### src/rtl/temp_disp_pkg.sv
// Shared constants, FSM state encoding and sample capture helper for the
// temperature display scan controller.
package temp_disp_pkg;

    localparam logic [3:0] CODE_BLANK = 4'd10;
    localparam logic [3:0] CODE_MINUS = 4'd11;
    localparam logic [3:0] CODE_C     = 4'd12;
    localparam logic [3:0] CODE_F     = 4'd15;

    localparam int MAG_W      = 7;
    localparam int CONV_STEPS = MAG_W;
    localparam int SAT_LIMIT  = 99;
    localparam logic [MAG_W-1:0] SAT_MAG = 7'd99;

    typedef enum logic [1:0] {
        ST_IDLE,
        ST_LOAD,
        ST_CONV,
        ST_COMMIT
    } state_e;

    typedef struct packed {
        logic             neg;
        logic             sat;
        logic             unit;
        logic [MAG_W-1:0] mag;
    } sample_t;

    // -128 has no positive 8-bit twin; the 8-bit unsigned view of its negation is 128.
    function automatic sample_t sample_capture(input logic [7:0] t, input logic u);
        sample_t    s;
        logic [7:0] a;
        a      = t[7] ? (~t + 8'd1) : t;
        s.neg  = t[7];
        s.unit = u;
        s.sat  = (a > {1'b0, SAT_MAG});
        s.mag  = s.sat ? SAT_MAG : a[MAG_W-1:0];
        return s;
    endfunction

endpackage

### src/rtl/temp_bin2bcd_seq.sv
// Sequential shift-add-3 binary to two-digit BCD engine. A start pulse loads
// the magnitude; done is high during the cycle whose edge performs the last shift.
module temp_bin2bcd_seq
    import temp_disp_pkg::*;
(
    input  logic             clk,
    input  logic             rst_n,
    input  logic             start,
    input  logic [MAG_W-1:0] bin_in,
    output logic             done,
    output logic [3:0]       tens,
    output logic [3:0]       ones
);

    logic [MAG_W-1:0] sh_q, sh_d;
    logic [7:0]       bcd_q, bcd_d;
    logic [2:0]       cnt_q, cnt_d;
    logic             busy_q, busy_d;
    logic [7:0]       adj;

    always_comb begin
        sh_d   = sh_q;
        bcd_d  = bcd_q;
        cnt_d  = cnt_q;
        busy_d = busy_q;
        adj[3:0] = (bcd_q[3:0] >= 4'd5) ? bcd_q[3:0] + 4'd3 : bcd_q[3:0];
        adj[7:4] = (bcd_q[7:4] >= 4'd5) ? bcd_q[7:4] + 4'd3 : bcd_q[7:4];
        if (start) begin
            sh_d   = bin_in;
            bcd_d  = '0;
            cnt_d  = '0;
            busy_d = 1'b1;
        end else if (busy_q) begin
            bcd_d = {adj[6:0], sh_q[MAG_W-1]};
            sh_d  = {sh_q[MAG_W-2:0], 1'b0};
            cnt_d = cnt_q + 3'd1;
            if (cnt_q == 3'(CONV_STEPS - 1)) begin
                busy_d = 1'b0;
            end
        end
    end

    always_ff @(posedge clk or negedge rst_n) begin
        if (!rst_n) begin
            sh_q   <= '0;
            bcd_q  <= '0;
            cnt_q  <= '0;
            busy_q <= 1'b0;
        end else begin
            sh_q   <= sh_d;
            bcd_q  <= bcd_d;
            cnt_q  <= cnt_d;
            busy_q <= busy_d;
        end
    end

    assign done = busy_q && (cnt_q == 3'(CONV_STEPS - 1));
    assign tens = bcd_q[7:4];
    assign ones = bcd_q[3:0];

endmodule

### src/rtl/temp_disp_scan_ctrl.sv
// Temperature display controller: sample accept, BCD conversion, atomic frame
// commit and digit scan. TEMP_DISP_LZ_BLANK_EN blanks a zero tens digit.
module temp_disp_scan_ctrl
    import temp_disp_pkg::*;
#(
    parameter int SCAN_DIV   = 50000,
    parameter int NUM_DIGITS = 4
) (
    input  logic                  clk,
    input  logic                  rst_n,
    input  logic [7:0]            temp_in,
    input  logic                  unit_f,
    input  logic                  temp_valid,
    output logic                  temp_ready,
    output logic [3:0]            bcd_code,
    output logic [NUM_DIGITS-1:0] digit_sel_n,
    output logic                  sat_flag
);

    localparam int PW = (SCAN_DIV > 1) ? $clog2(SCAN_DIV) : 1;

    generate
        if (NUM_DIGITS != 4 || SCAN_DIV < 2) begin : g_bad_cfg
            $error("temp_disp_scan_ctrl: NUM_DIGITS must be 4 and SCAN_DIV >= 2");
        end
    endgenerate

    // Reset asserts asynchronously but releases two clocks after rst_n rises.
    logic [1:0] rst_sync_q, rst_sync_d;
    logic       rst_n_int;

    assign rst_sync_d = {rst_sync_q[0], 1'b1};

    always_ff @(posedge clk or negedge rst_n) begin
        if (!rst_n) rst_sync_q <= '0;
        else        rst_sync_q <= rst_sync_d;
    end

    assign rst_n_int = rst_sync_q[1];

    state_e                         state_q, state_d;
    sample_t                        sample_q, sample_d;
    logic [NUM_DIGITS-1:0][3:0]     frame_q, frame_d, commit_frame;
    logic                           sat_q, sat_d;
    logic                           conv_start, conv_done;
    logic [3:0]                     conv_tens, conv_ones;
    logic                           neg_show;
    logic [3:0]                     sign_code;

    temp_bin2bcd_seq u_bin2bcd (
        .clk    (clk),
        .rst_n  (rst_n_int),
        .start  (conv_start),
        .bin_in (sample_q.mag),
        .done   (conv_done),
        .tens   (conv_tens),
        .ones   (conv_ones)
    );

    always_comb begin
        commit_frame = {NUM_DIGITS{CODE_BLANK}};
        neg_show     = sample_q.neg && (sample_q.mag != '0);
        sign_code    = neg_show ? CODE_MINUS : CODE_BLANK;
        commit_frame[0] = sample_q.unit ? CODE_F : CODE_C;
        commit_frame[1] = conv_ones;
`ifdef TEMP_DISP_LZ_BLANK_EN
        if (conv_tens == 4'd0) begin
            commit_frame[2] = sign_code;
            commit_frame[3] = CODE_BLANK;
        end else begin
            commit_frame[2] = conv_tens;
            commit_frame[3] = sign_code;
        end
`else
        commit_frame[2] = conv_tens;
        commit_frame[3] = sign_code;
`endif
    end

    always_comb begin
        state_d    = state_q;
        sample_d   = sample_q;
        frame_d    = frame_q;
        sat_d      = sat_q;
        conv_start = 1'b0;
        case (state_q)
            ST_IDLE: begin
                if (temp_valid) begin
                    sample_d = sample_capture(temp_in, unit_f);
                    state_d  = ST_LOAD;
                end
            end
            ST_LOAD: begin
                conv_start = 1'b1;
                state_d    = ST_CONV;
            end
            ST_CONV: begin
                if (conv_done) state_d = ST_COMMIT;
            end
            ST_COMMIT: begin
                frame_d = commit_frame;
                sat_d   = sample_q.sat;
                state_d = ST_IDLE;
            end
            default: state_d = ST_IDLE;
        endcase
    end

    assign temp_ready = (state_q == ST_IDLE);

    always_ff @(posedge clk or negedge rst_n_int) begin
        if (!rst_n_int) begin
            state_q  <= ST_IDLE;
            sample_q <= '0;
            frame_q  <= {NUM_DIGITS{CODE_BLANK}};
            sat_q    <= 1'b0;
        end else begin
            state_q  <= state_d;
            sample_q <= sample_d;
            frame_q  <= frame_d;
            sat_q    <= sat_d;
        end
    end

    // Scan path reads the committed frame only, so a digit never shows a half-updated value.
    logic [PW-1:0]         presc_q, presc_d;
    logic [1:0]            idx_q, idx_d;
    logic [3:0]            bcd_code_q, bcd_code_d;
    logic [NUM_DIGITS-1:0] sel_n_q, sel_n_d;
    logic                  tc;

    always_comb begin
        tc         = (presc_q == PW'(SCAN_DIV - 1));
        presc_d    = tc ? '0 : presc_q + 1'b1;
        idx_d      = tc ? idx_q + 2'd1 : idx_q;
        sel_n_d    = '1;
        sel_n_d[idx_d] = 1'b0;
        bcd_code_d = frame_q[idx_d];
    end

    always_ff @(posedge clk or negedge rst_n_int) begin
        if (!rst_n_int) begin
            presc_q    <= '0;
            idx_q      <= '0;
            bcd_code_q <= CODE_BLANK;
            sel_n_q    <= '1;
        end else begin
            presc_q    <= presc_d;
            idx_q      <= idx_d;
            bcd_code_q <= bcd_code_d;
            sel_n_q    <= sel_n_d;
        end
    end

    assign bcd_code    = bcd_code_q;
    assign digit_sel_n = sel_n_q;
    assign sat_flag    = sat_q;

endmodule

### config.mk
export PLATFORM = sky130hd
export DESIGN_NAME = temp_disp_scan_ctrl
export DESIGN_NICKNAME = d
export VERILOG_FILES = /design/src/rtl/temp_disp_pkg.sv /design/src/rtl/temp_bin2bcd_seq.sv /design/src/rtl/temp_disp_scan_ctrl.sv
export SDC_FILE = /design/constraint.sdc
export NUM_CORES = 1
export LEC_CHECK = 0
export BUFFER_PORTS_ARGS = -buffer_cell sky130_fd_sc_hd__buf_4
export CAP_MARGIN = 20
export CORE_MARGIN = 2
export CORE_UTILIZATION = 60
export DETAILED_ROUTE_END_ITERATION = 10
export GPL_TIMING_DRIVEN = 0
export PLACE_DENSITY = 0.83
export RECOVER_POWER = 100
export SKIP_CTS_REPAIR_TIMING = 1
export SYNTH_ARGS = -nofsm -noshare
export SYNTH_HDL_FRONTEND = slang
export SYNTH_HIERARCHICAL = 1
export SYNTH_SLANG_ARGS = --single-unit
### constraint.sdc
create_clock -name clk -period 3.2 [get_ports clk]
set_input_delay 0.48 -clock clk [delete_from_list [all_inputs] [get_ports clk]]
set_output_delay 0.48 -clock clk [all_outputs]
set_load 0.1 [all_outputs]
## Word level (Yosys, flattened, before mapping)

Index checks and enable logic that the tools add are counted.

- Bits of input ports: 12
- Register bits after elaboration: 76
- Word-level logic and storage cells: 72
- Output and inout bits: 10

- Magnitude comparators: 5
- Equal/unequal tests: 7
- Bitwise operators: 2
- Add/subtract/negate cells: 6
- Reduce and logical (&&, ||, !) cells: 8
- Multiplexer cells: 25

Operators by type and width:

| cell | number |
|---|---|
| $mux 8 | 3 |
| $mux 7 | 3 |
| $add 16x1->16 const B | 1 |
| $eq 16x16->1 const B | 1 |
| $mux 16 | 1 |
| $mux 3 | 3 |
| $add 8x1->8 const B | 1 |
| $bmux 4 s2 | 1 |
| $ge 4x3->1 const B | 2 |
| $gt 8x7->1 const B | 1 |
| $mux 2 | 4 |
| $mux 4 | 2 |
| $not 8->8 | 1 |
| $pmux 2 s4 | 1 |
| $reduce_bool 7->1 | 1 |
| $mux 1 | 6 |
| $add 4x2->4 const B | 1 |
| $eq 2x2->1 const B | 2 |
| $ne 2x2->1 const B | 2 |
| $not 4->4 | 1 |
| $reduce_and 2->1 | 2 |
| $add 3x1->3 const B | 1 |
| $add 3x2->3 const B | 1 |
| $eq 3x3->1 const B | 1 |
| 8 further kinds | 10 |

## Longest topological paths before layout

Gate-level depths: netlist of the first run.

- Word-level depth: 7
- Depth in mapped cells: 8
- Mapped depth without buffers: 7

## By module

The synthesis of the first run kept the hierarchy.

Modules (own cells, without submodules):

| module | instances | area an instance (um^2) | cells an instance |
|---|---|---|---|
| temp_disp_scan_ctrl | 1 | 2,578.7 | 247 |
| temp_bin2bcd_seq | 1 | 1,018.5 | 102 |

## Least setup slack after synthesis of the first run

Ideal clock, no wire load.

- Kind: register -> register
- From: register state_q[0]
- To: register sample_q[0] (netlist name)
- Arrival: 2.325 ns
- Setup time: 0.121 ns
- Buffers on the path: 0
- Data required time: 3.079 ns
- Stages on the path, launching flop included: 7
- Setup slack: 0.753 ns
- Period minus slack after synthesis: 2.447 ns
- Cells stage by stage: dfrtp_1 inv_1 ha_1 nand2_1 a41oi_1 o31ai_4 o22a_1

- Cells in the longest elaborated chain, start to end: 2

RTL lines:

| what | RTL line | text |
|---|---|---|
| start: declaration | temp_disp_scan_ctrl.sv:41 | `state_e state_q, state_d;` |
| start signal: assignment | temp_disp_scan_ctrl.sv:118 | `state_q <= state_d;` |
| $logic_not 2->1 | - |  |
| net temp_ready | temp_disp_scan_ctrl.sv:14 | `output logic temp_ready,` |
| $reduce_and 2->1 (no source line) | - |  |
| end signal: assignment | temp_disp_scan_ctrl.sv:119 | `sample_q <= sample_d;` |
| end: declaration | temp_disp_scan_ctrl.sv:42 | `sample_t sample_q, sample_d;` |

The timed path passes the listed nets, and every way through them passes these cells.
A chain may end at the register's enable or synchronous reset.

## Final worst setup path of the first run

- From: register state_q[0]
- To: output temp_ready

- Cells in the longest elaborated chain, start to end: 1

RTL lines:

| what | RTL line | text |
|---|---|---|
| $logic_not 2->1 | temp_disp_scan_ctrl.sv:109 | `assign temp_ready = (state_q == ST_IDLE);` |
| end: declaration | temp_disp_scan_ctrl.sv:14 |  |

No other way between the ends.

==> summary.txt, run 1 <==
Run status
  • Status: finished, final reports clean

Final layout
  • Ant. Diodes: 0
  • Fillcell total: 435
  • Storage cell area: 1820 µm²
  • Multi-input gate area: 1590 µm²
  • P&R area growth vs syn: 10.9%
  • Final Core Density: 68.2%
  • Nets: 405
  • Share of cells above drive strength 1: 12.7%

Power
  • VDD IR max: 0.000696 V
  • Power Dens Cells: 789 nW/µm²
  • Proportion of power drawn by combinational gates: 32.0%
  • Clock share of power: 24.6%
  • Sequential share of power: 43.3%
  • P_int: 1.99 mW
  • Switching Power: 1.16 mW
  • Sw Share: 36.8%
  • Leak pwr: 1.76 nW

GRT
  • First-pass GRT wire length: 11400 µm
  • Largest net degree at the start of global routing: 71
  • GR Util All Layers: 22.6%
  • Vias in the first global route: 2519
  • Initial antenna violation count: 0
  • Gr ovfl total: 0

Yosys
  • Cell taking the most area after synthesis: dfrtp_1
  • Sequential area share after synthesis: 50.5%
  • Main combinational cell family by area after synthesis: simple AND/OR/NAND/NOR gates
  • Post-synth net total: 373
  • Syn Area/Cell: 10.3 µm²
  • Post-Synth XOR/XNOR Area: 5.60%
  • Ys flop type: dfrtp_1
  • Top area cells in the synthesized netlist: dfrtp_1 (42%), dfstp_2 (8.0%), nand2_1 (4.3%), ha_1 (4.2%), xnor2_1 (3.4%)
  • Synthesized flop and latch total: 72
  • Commonest cells post-synth: dfrtp_1 (61), nand2_1 (41), nor2_1 (23)
  • Synth top area share: 42.4%
  • EDFF count, synth: 0
  • Cells after Synth: 349
  • Adder-cell share of the synthesized area: 4.17%
  • Mux cell area share after synthesis: 5.91%
  • Synthesized area: 3600 µm²
  • Total number of yosys warnings: 6
  • Most common cell in the synthesized netlist: dfrtp_1
  • Netlist cell types: 53
  • Post-synthesis compound-gate area fraction: 11.2%
  • Post-synth ARST share: 100%
  • Simple-gate share of the synthesized area: 17.8%

Floorplanning
  • FP Rows: 28
  • Initial Utilization: 61.5%
  • Core area: 5850 µm²
  • Chip Width: 81.4 µm
  • I/O pin count: 22
  • Die area: 6630 µm²
  • Die Height: 81.4 µm

Clock network
  • Clock Latency Late Sink: 0.33 ns
  • CTS root buffer: clkbuf_8
  • CTS tree: built
  • Worst-path clk slew: 0.08 ns
  • H-tree lvl count: 3
  • Maximum root-to-sink buffer count: 2
  • Clock buffer count from CTS: 9
  • Sink Count: 72

Routing
  • Remaining DRCs: 0
  • WL/cell: 14.7 µm
  • Antenna-violating nets left: 0
  • Number of detailed-route iterations in the first pass: 4
  • Vias: 2649
  • Avg Vias per Cell: 5.75
  • Post-Route WL: 6800 µm
  • Iteration-0 DRC Markers: 189

Setup path
  • Crit path cell chain: inv_1 -> ha_1 -> clkbuf_1
  • Crit path required time: 2.72 ns
  • Reg2Reg Setup Slack: 0.81 ns
  • Critical path's largest stage delay: 0.87 ns
  • Critical path type: reg2out
  • Startpoint types: flip-flop
  • Cell family with the largest share of critical-path delay: buffers and inverters
  • Crit path buffers/inverters: 2
  • Worst setup EP type: output pin
  • Slowest-stage cell, CP: clkbuf_1
  • Crit path DAT: 1.94 ns
  • CP Max Fanout: 4

Place
  • Final GP Congestion: 0.822
  • Port Buffer Count: 20
  • Placed wire-length estimate: 4630 µm

STA
  • Peak Freq: 0.413 GHz
  • Fin crit share: 75.7%
  • Max Transition Viols Final: 0
  • Relative slew slack: 3.84%
  • Setup tns final: 0 ns
  • Final hold vios: 0
  • Least-Margin Pin Slew: 1.44 ns
  • Minimum clock period: 2.42 ns
  • Clock Skew: 0.00976 ns
  • RSZ-0062 raised after global routing: no
  • Setup violators final: 0

Job
  • Max-cap viol count: 0

Min path
  • Worst min-delay path class: in2reg
==> power groups by stage <==
stage                     Sequential [mW]  Clock, mW  Combinational, mW
after detailed placement             1.38          0               1.03
after global routing                 1.40      0.833               1.12
final                                1.36      0.775               1.01
after floorplan                      1.44          0              0.715
after global placement               1.37          0              0.984
after CTS                            1.36      0.787               1.04
==> sequential cells by signal, indices dropped and copies added (netlist names) <==
register and cells:
sample_q 10, u_bin2bcd/bcd_q 8, u_bin2bcd/busy_q 1, state_q 2
bcd_code 4, frame_q 12, u_bin2bcd/cnt_q 3, presc_q 16
idx_q 2, sat_flag 1, rst_sync_q 2, digit_sel_n 4
u_bin2bcd/sh_q 7
==> path summary, 6_finish.rpt <==
| check | from | to | depth (start not counted) |
|---|---|---|---|
| worst max-delay path | state_q[0] | temp_ready | 3 |
| worst min-delay path | unit_f | sample_q[7] | 3 |
| worst max register to register | presc_q[0] | digit_sel_n[0] | 8 |
| worst min register to register | rst_sync_q[0] | rst_sync_q[1] | 0 |
| max in group asynchronous | rst_sync_q[1] | presc_q[12] | 0 |
| min in group asynchronous | rst_n | rst_sync_q[0] | 2 |
==> cell usage in the layout (no fill, tap or decap), drive strengths merged, types with 3 or more instances in the layout <==
master	n
a21oi	10
a31oi	5
and3	3
and4	3
buf	11
clkbuf	38
dfrtp	61
dfstp	11
ha	12
inv	19
mux2	10
mux2i	10
nand2	41
nand2b	4
nand3	15
nand4	5
nor2	23
nor2b	3
nor3	8
o21ai	20
o311ai	4
o31ai	5
or4b	4
xnor2	14
xor2	9
==> worst reg2reg max path, delay by kind of cell, from the launching register on <==
kind	cells	cell delay, ns
fa+ha+maj	1	0.19
compound gates	1	0.15
buf+inv	3	1.01
simple gates	3	0.58
flops	1	0.39
==> layer usage <==
metal / global-route usage (%) / share of wire [%] / vias up / wire (µm)
li1: - / - / 1295 / -
met5: 0 / 0 / - / 0
met3: 5.27 / 3.2 / 6 / 217
met1: 28.4 / 45 / 1294 / 3080
met4: 7.29 / 0.72 / 0 / 49
met2: 38.5 / 51 / 54 / 3440
==> logic make-up (layout without fill, tap and decap cells) <==
logic type               after synthesis  after routing
AO/OA/AOI/OAI                         60             60
XOR/XNOR                              23             23
adder cells (fa/ha/maj)               12             12
buffers and inverters                 37             74
flip-flops                            72             72
multiplexers                          20             20
other                                  1              1
AND/OR/NAND/NOR                      124            124
==> per-stage QoR <==
stage	hold WS [ns]	cells	worst slack (ns)	power, mW	area, µm²
final	0.335	461	0.777	3.15	3990
after global routing	0.325	461	0.583	3.35	3990
after CTS	-0.0967	460	1.19	3.19	4060
after detailed placement	0.264	444	0.961	2.41	3840
after global placement	0.262	444	0.382	2.35	3840
after floorplan	0.184	349	0.753	2.16	3600
==> final cells by class <==
class,count,area share [%]
well taps,75,2.35
inverters,19,1.79
flip-flops and latches,72,45.6
plain buffers,18,2.10
clock inverters,5,2.04
multi-input cells,240,40.0
repair buffers,21,2.89
clock buffers,11,3.29
No activity file was read; power rests on OpenSTA's default activity.
==> inputs of run 2 (changes only) <==
Settings changed: CORE_UTILIZATION 60 to 54, PLACE_DENSITY 0.83 to 0.79.
Clock period 3.2 ns to 1.95 ns, I/O delays scaled along.
==> run 2 against run 1 <==
Total power grew 67%. Count of clock-buffer cells in the layout shrank 2. Utilization shrank 4.6 points. Combinational power grew 66%. Flip-flop and latch count is the same. Critical path depth grew 3. Die area grew 11%. Non-clock buffer count shrank 1. Routed wire length shrank 2.7%. Register-to-register slack lost 0.75 ns. Final area grew 1.8%. Largest power group unchanged. Highest routed layer unchanged.
==> summary.txt, run 2 (synthesis gave the netlist of run 1 again) <==
Floorplanning
  • I/O pin count: 22
  • Core area: 6390 µm²
  • Die area: 7330 µm²
  • FP Rows: 29
  • Chip Width: 85.6 µm
  • Initial Utilization: 56.3%
  • Die Height: 85.6 µm

Setup path
  • Crit path required time: 2.19 ns
  • Critical path's largest stage delay: 0.42 ns
  • Startpoint types: flip-flop
  • Critical path type: reg2reg
  • Crit path buffers/inverters: 1
  • CP Max Fanout: 10
  • Crit path cell chain: ha_1 -> and3_2 -> and4_2 -> buf_6 -> mux2i_1 -> a221oi_1
  • Worst setup EP type: flip-flop
  • Slowest-stage cell, CP: dfrtp_1
  • Cell family with the largest share of critical-path delay: simple AND/OR/NAND/NOR gates
  • Crit path DAT: 2.12 ns

Final layout
  • Max FFs per register: 16
  • Largest register by flop count: presc_q
  • Ant. Diodes: 0
  • Fillcell total: 516
  • Commonest non-fill, non-tap cell in the layout: dfrtp_1
  • Top flop regs: presc_q (16), frame_q (12), sample_q (10)
  • P&R area growth vs syn: 12.8%
  • Final Cell Area: 4060 µm²
  • Storage cell area: 1820 µm²
  • Fin cells: 462
  • Most frequent cells in the layout: dfrtp_1 (60), nand2_1 (41), nor2_1 (23)
  • Nets: 404
  • Multi-input gate area: 1620 µm²
  • Share of cells above drive strength 1: 19.0%

Clock network
  • Worst-path clk slew: 0.08 ns
  • CTS tree: built
  • Maximum root-to-sink buffer count: 2
  • CTS root buffer: clkbuf_8
  • H-tree lvl count: 3
  • Clock buffer count from CTS: 9
  • Clock Latency Late Sink: 0.35 ns
  • Sink Count: 72

Power
  • VDD IR max: 0.00118 V
  • Sw Share: 37.1%
  • Switching Power: 1.95 mW
  • P_int: 3.31 mW
  • Proportion of power drawn by combinational gates: 32.0%
  • Sequential share of power: 42.6%
  • Power Dens Cells: 1300 nW/µm²
  • Leak pwr: 1.82 nW
  • Clock share of power: 25.4%

Routing
  • Number of detailed-route iterations in the first pass: 4
  • Post-Route WL: 6610 µm
  • Avg Vias per Cell: 5.73
  • Antenna-violating nets left: 0
  • Iteration-0 DRC Markers: 147
  • Remaining DRCs: 0
  • Vias: 2649
  • WL/cell: 14.3 µm

STA
  • Final setup margin: 0.0643 ns
  • RSZ-0062 raised after global routing: no
  • Least-Margin Pin Slew: 1.42 ns
  • Setup violators final: 0
  • Minimum clock period: 1.89 ns
  • Fin crit share: 96.7%
  • Hold slack: 0.126 ns
  • Clock Skew: 0.0122 ns
  • Peak Freq: 0.530 GHz
  • Final hold vios: 0
  • Relative slew slack: 5.04%
  • Max Transition Viols Final: 0

Place
  • Final GP Congestion: 0.813
  • Placed instance count: 446
  • Port Buffer Count: 20
  • Place WS: -0.0989 ns
  • Placed wire-length estimate: 4620 µm
  • Placed cell area: 3860 µm²

Min path
  • Worst min-delay path class: in2reg

GRT
  • Gr ovfl total: 0
  • First-pass GRT wire length: 11400 µm
  • Vias in the first global route: 2491
  • Initial antenna violation count: 0
  • GR Util All Layers: 19.7%
  • Largest net degree at the start of global routing: 71

Run status
  • Status: finished, final reports clean

Job
  • Max-cap viol count: 0
run 2: changes by cell type in the layout (fill, tap and decap cells not counted), moves of 3 or more:
cell | previous run | this run
buf_2 | 1 | 5
clkbuf_1 | 29 | 10
clkbuf_2 | 0 | 10
inv_6 | 0 | 3
run 2: cell type report:
type | instances | area share (%)
plain buffers | 17 | 2.28
clock buffers | 9 | 3.05
clock inverters | 7 | 2.50
inverters | 19 | 1.76
multi-input cells | 240 | 40.0
flip-flops and latches | 72 | 44.8
well taps | 77 | 2.37
repair buffers | 21 | 3.24
run 2: per-stage QoR:
stage,TNS (ns),util [%],power [mW]
global route,0,63.5,5.60
CTS,-0.237,64.0,5.32
global placement,-0.254,60.4,3.89
detailed placement,-0.551,60.4,3.99
finish,0,63.5,5.26
floorplan,0,-,3.57
run 2: power by group through the flow:
stage                     sequential (mW)  combinational, mW  clock, mW
after floorplan                      2.37               1.21          0
after global placement               2.25               1.64          0
after detailed placement             2.27               1.73          0
after CTS                            2.24               1.73       1.35
after global routing                 2.30               1.88       1.42
final                                2.24               1.68       1.33
run 2: tightest hold or removal path, delay by kind of cell:
kind                   cells  cell delay, ns
AND/OR/NAND/NOR            2            0.08
buffers and inverters      1            0.07
run 2: worst paths after layout:
kind | from | endpoint | slack [ns] | cells after the start
setup / recovery | presc_q[0] | bcd_code[3] | 0.06 | 6
hold / removal | unit_f | sample_q[7] | 0.13 | 3
setup reg to reg | presc_q[0] | bcd_code[3] | 0.06 | 6
hold reg to reg | rst_sync_q[0] | rst_sync_q[1] | 0.37 | 0
max in group asynchronous | rst_sync_q[1] | u_bin2bcd/cnt_q[1] | 0.47 | 0
min in group asynchronous | rst_n | rst_sync_q[1] | 0.24 | 2
run 2: metal layers:
| layer | wire length, µm | track usage (%) | up-vias |
|---|---|---|---|
| li1 | - | - | 1286 |
| met1 | 2970 | 24.9 | 1276 |
| met2 | 3260 | 33.0 | 74 |
| met3 | 278 | 4.91 | 13 |
| met4 | 107 | 7.07 | 0 |
| met5 | 0 | 0 | - |
==> inputs of run 3 (changes only) <==
Settings changed: ABC_AREA from default to 1, BUFFER_PORTS_ARGS -buffer_cell sky130_fd_sc_hd__buf_4 to default, CELL_PAD_IN_SITES_DETAIL_PLACEMENT from default to 0, CELL_PAD_IN_SITES_GLOBAL_PLACEMENT from default to 1, CORE_UTILIZATION 54 to 43, DONT_BUFFER_PORTS from default to 1.
==> run 3 against run 2 <==
Count of clock-buffer cells in the layout unchanged. Total power decreased by 3.8%. Critical endpoint is now digit_sel_n[0]. Routed wire length increased by 3.4%. Sequential share of layout area increased by 2.1 points. Area after synthesis decreased by 0.52%. First-iteration DRC count decreased by 27%. Largest power group unchanged. Maximum frequency increased by 7.0%. Flip-flop and latch count unchanged.
==> summary.txt, run 3 <==
Run status
  • Status: finished, final reports clean

Final layout
  • Ant. Diodes: 0
  • Max FFs per register: 16
  • Share of cells above drive strength 1: 9.62%
  • Top flop regs: presc_q (16), frame_q (12), sample_q (10)
  • Fillcell total: 794
  • Nets: 466
  • P&R area growth vs syn: 8.50%
  • Commonest non-fill, non-tap cell in the layout: nand2_1
  • Final Cell Area: 3880 µm²
  • Final Core Density: 47.7%
  • Largest register by flop count: presc_q
  • Most frequent cells in the layout: nand2_1 (137), dfrtp_1 (60), inv_1 (59)

Place
  • Placed cell area: 3730 µm²
  • Port Buffer Count: 0
  • Placed wire-length estimate: 4890 µm
  • Final GP Congestion: 0.802
  • Place WS: -0.180 ns

Yosys
  • Synthesized area: 3580 µm²
  • Synth top area share: 42.7%
  • Netlist cell types: 34
  • Cells after Synth: 430
  • Post-synth net total: 454
  • Commonest cells post-synth: nand2_1 (135), dfrtp_1 (61), inv_1 (57)
  • Cell taking the most area after synthesis: dfrtp_1
  • Post-synth ARST share: 100%
  • Synthesized flop and latch total: 72
  • Total number of yosys warnings: 6
  • EDFF count, synth: 0
  • Ys flop type: dfrtp_1
  • Top area cells in the synthesized netlist: dfrtp_1 (43%), nand2_1 (14%), dfstp_2 (8.1%), inv_1 (6.0%), nand3_1 (4.8%)
  • Most common cell in the synthesized netlist: nand2_1
  • Sequential area share after synthesis: 50.7%
  • Syn Area/Cell: 8.32 µm²

Floorplanning
  • I/O pin count: 22
  • Die Height: 95.2 µm
  • Chip Width: 95.2 µm
  • FP Rows: 33
  • Initial Utilization: 44.0%
  • Core area: 8130 µm²
  • Die area: 9070 µm²

STA
  • Peak Freq: 0.568 GHz
  • Fin crit share: 90.4%
  • Max Transition Viols Final: 0
  • Clock Skew: 0.0122 ns
  • Setup violators final: 0
  • Minimum clock period: 1.76 ns
  • Final hold vios: 0
  • Least-Margin Pin Slew: 0.913 ns
  • RSZ-0062 raised after global routing: no
  • Setup tns final: 0 ns
  • Final setup margin: 0.188 ns
  • Relative slew slack: 39.1%

Clock network
  • Maximum root-to-sink buffer count: 2
  • Clock Latency Late Sink: 0.35 ns
  • CTS tree: built
  • Sink Count: 72
  • CTS root buffer: clkbuf_8
  • H-tree lvl count: 3
  • Worst-path clk slew: 0.09 ns
  • Clock buffer count from CTS: 9

Setup path
  • CP Max Fanout: 1
  • Crit path required time: 1.66 ns
  • Crit path DAT: 1.47 ns
  • Worst setup EP type: output pin
  • Critical path type: reg2out
  • Startpoint types: flip-flop

Routing
  • Iteration-0 DRC Markers: 107
  • Post-Route WL: 6840 µm
  • Remaining DRCs: 0
  • Vias: 2682
  • Avg Vias per Cell: 4.86
  • Antenna-violating nets left: 0
  • Number of detailed-route iterations in the first pass: 4
  • WL/cell: 12.4 µm

GRT
  • First-pass GRT wire length: 11800 µm
  • Initial antenna violation count: 0
  • Vias in the first global route: 2567
  • GR Util All Layers: 16.7%
  • Largest net degree at the start of global routing: 71
  • Gr ovfl total: 0

Power
  • VDD IR max: 0.000517 V
  • Proportion of power drawn by combinational gates: 29.3%
  • Sequential share of power: 48.5%
  • P_int: 2.96 mW
  • Leak pwr: 1.98 nW
  • Sw Share: 41.5%
  • Switching Power: 2.10 mW
  • Power Dens Cells: 1300 nW/µm²
  • Clock share of power: 22.2%
  • Tot Pwr: 5.06 mW

Job
  • Max-cap viol count: 0

Min path
  • Worst min-delay path class: in2reg
## run 3: final cells by class
class	count	area, µm²	area share (%)
inverter	64	240	6.19
tap	105	131	3.38
multi-input combinational	288	1470	37.8
timing repair buffer	1	10.0	0.258
clock buffer	9	124	3.19
sequential	72	1820	46.9
clock inverter	7	60.1	1.55
buffer	6	31.3	0.806
## run 3: through the flow
stage | hold WS [ns] | cells
after floorplan | -0.00309 | 430
after global placement | -0.00305 | 535
after detailed placement | -0.00304 | 535
after CTS | -0.383 | 551
after global routing | 0.0588 | 552
final | 0.0764 | 552
## run 3: per-layer routing
| layer | up-vias | GRT usage (%) | share of wire [%] |
|---|---|---|---|
| met5 | - | 0 | 0 |
| met4 | 0 | 6.52 | 1.5 |
| met3 | 8 | 3.40 | 2.5 |
| met2 | 31 | 26.4 | 47 |
| met1 | 1262 | 22.5 | 49 |
| li1 | 1381 | - | - |
## run 3: cell families (layout without fill, tap and decap cells)
kind of cell               Yosys count  in the layout  synth area share [%]
AOI/OAI and AO/OA                   40             40                  6.64
xor gates and xnor gates             9              9                  2.20
adders and majority gates           12             12                  4.20
buffers and inverters               70             87                  7.80
DFF                                 72             72                  50.7
other                                1              1                 0.105
and+or+nand+nor                    226            226                  28.3
## run 3: final timing paths
kind | from | to | slack, ns | cells past startpoint
min in group asynchronous | rst_n | rst_sync_q[1] | 0.17 | 1
worst min register to register | rst_sync_q[0] | rst_sync_q[1] | 0.36 | 0
worst min-delay path | unit_f | sample_q[7] | 0.08 | 2
worst max-delay path | digit_sel_n[0] | digit_sel_n[0] | 0.19 | 0
max in group asynchronous | rst_sync_q[1] | u_bin2bcd/bcd_q[4] | 0.89 | 0
worst max register to register | presc_q[0] | bcd_code[3] | 0.19 | 8
## run 3: power by group through the flow
stage / logic [mW] / registers, mW / clock network, mW
floorplan: 1.25 / 2.38 / 0
global placement: 1.47 / 2.48 / 0
detailed placement: 1.52 / 2.50 / 0
CTS: 1.52 / 2.47 / 1.16
global route: 1.75 / 2.52 / 1.24
finish: 1.48 / 2.45 / 1.12
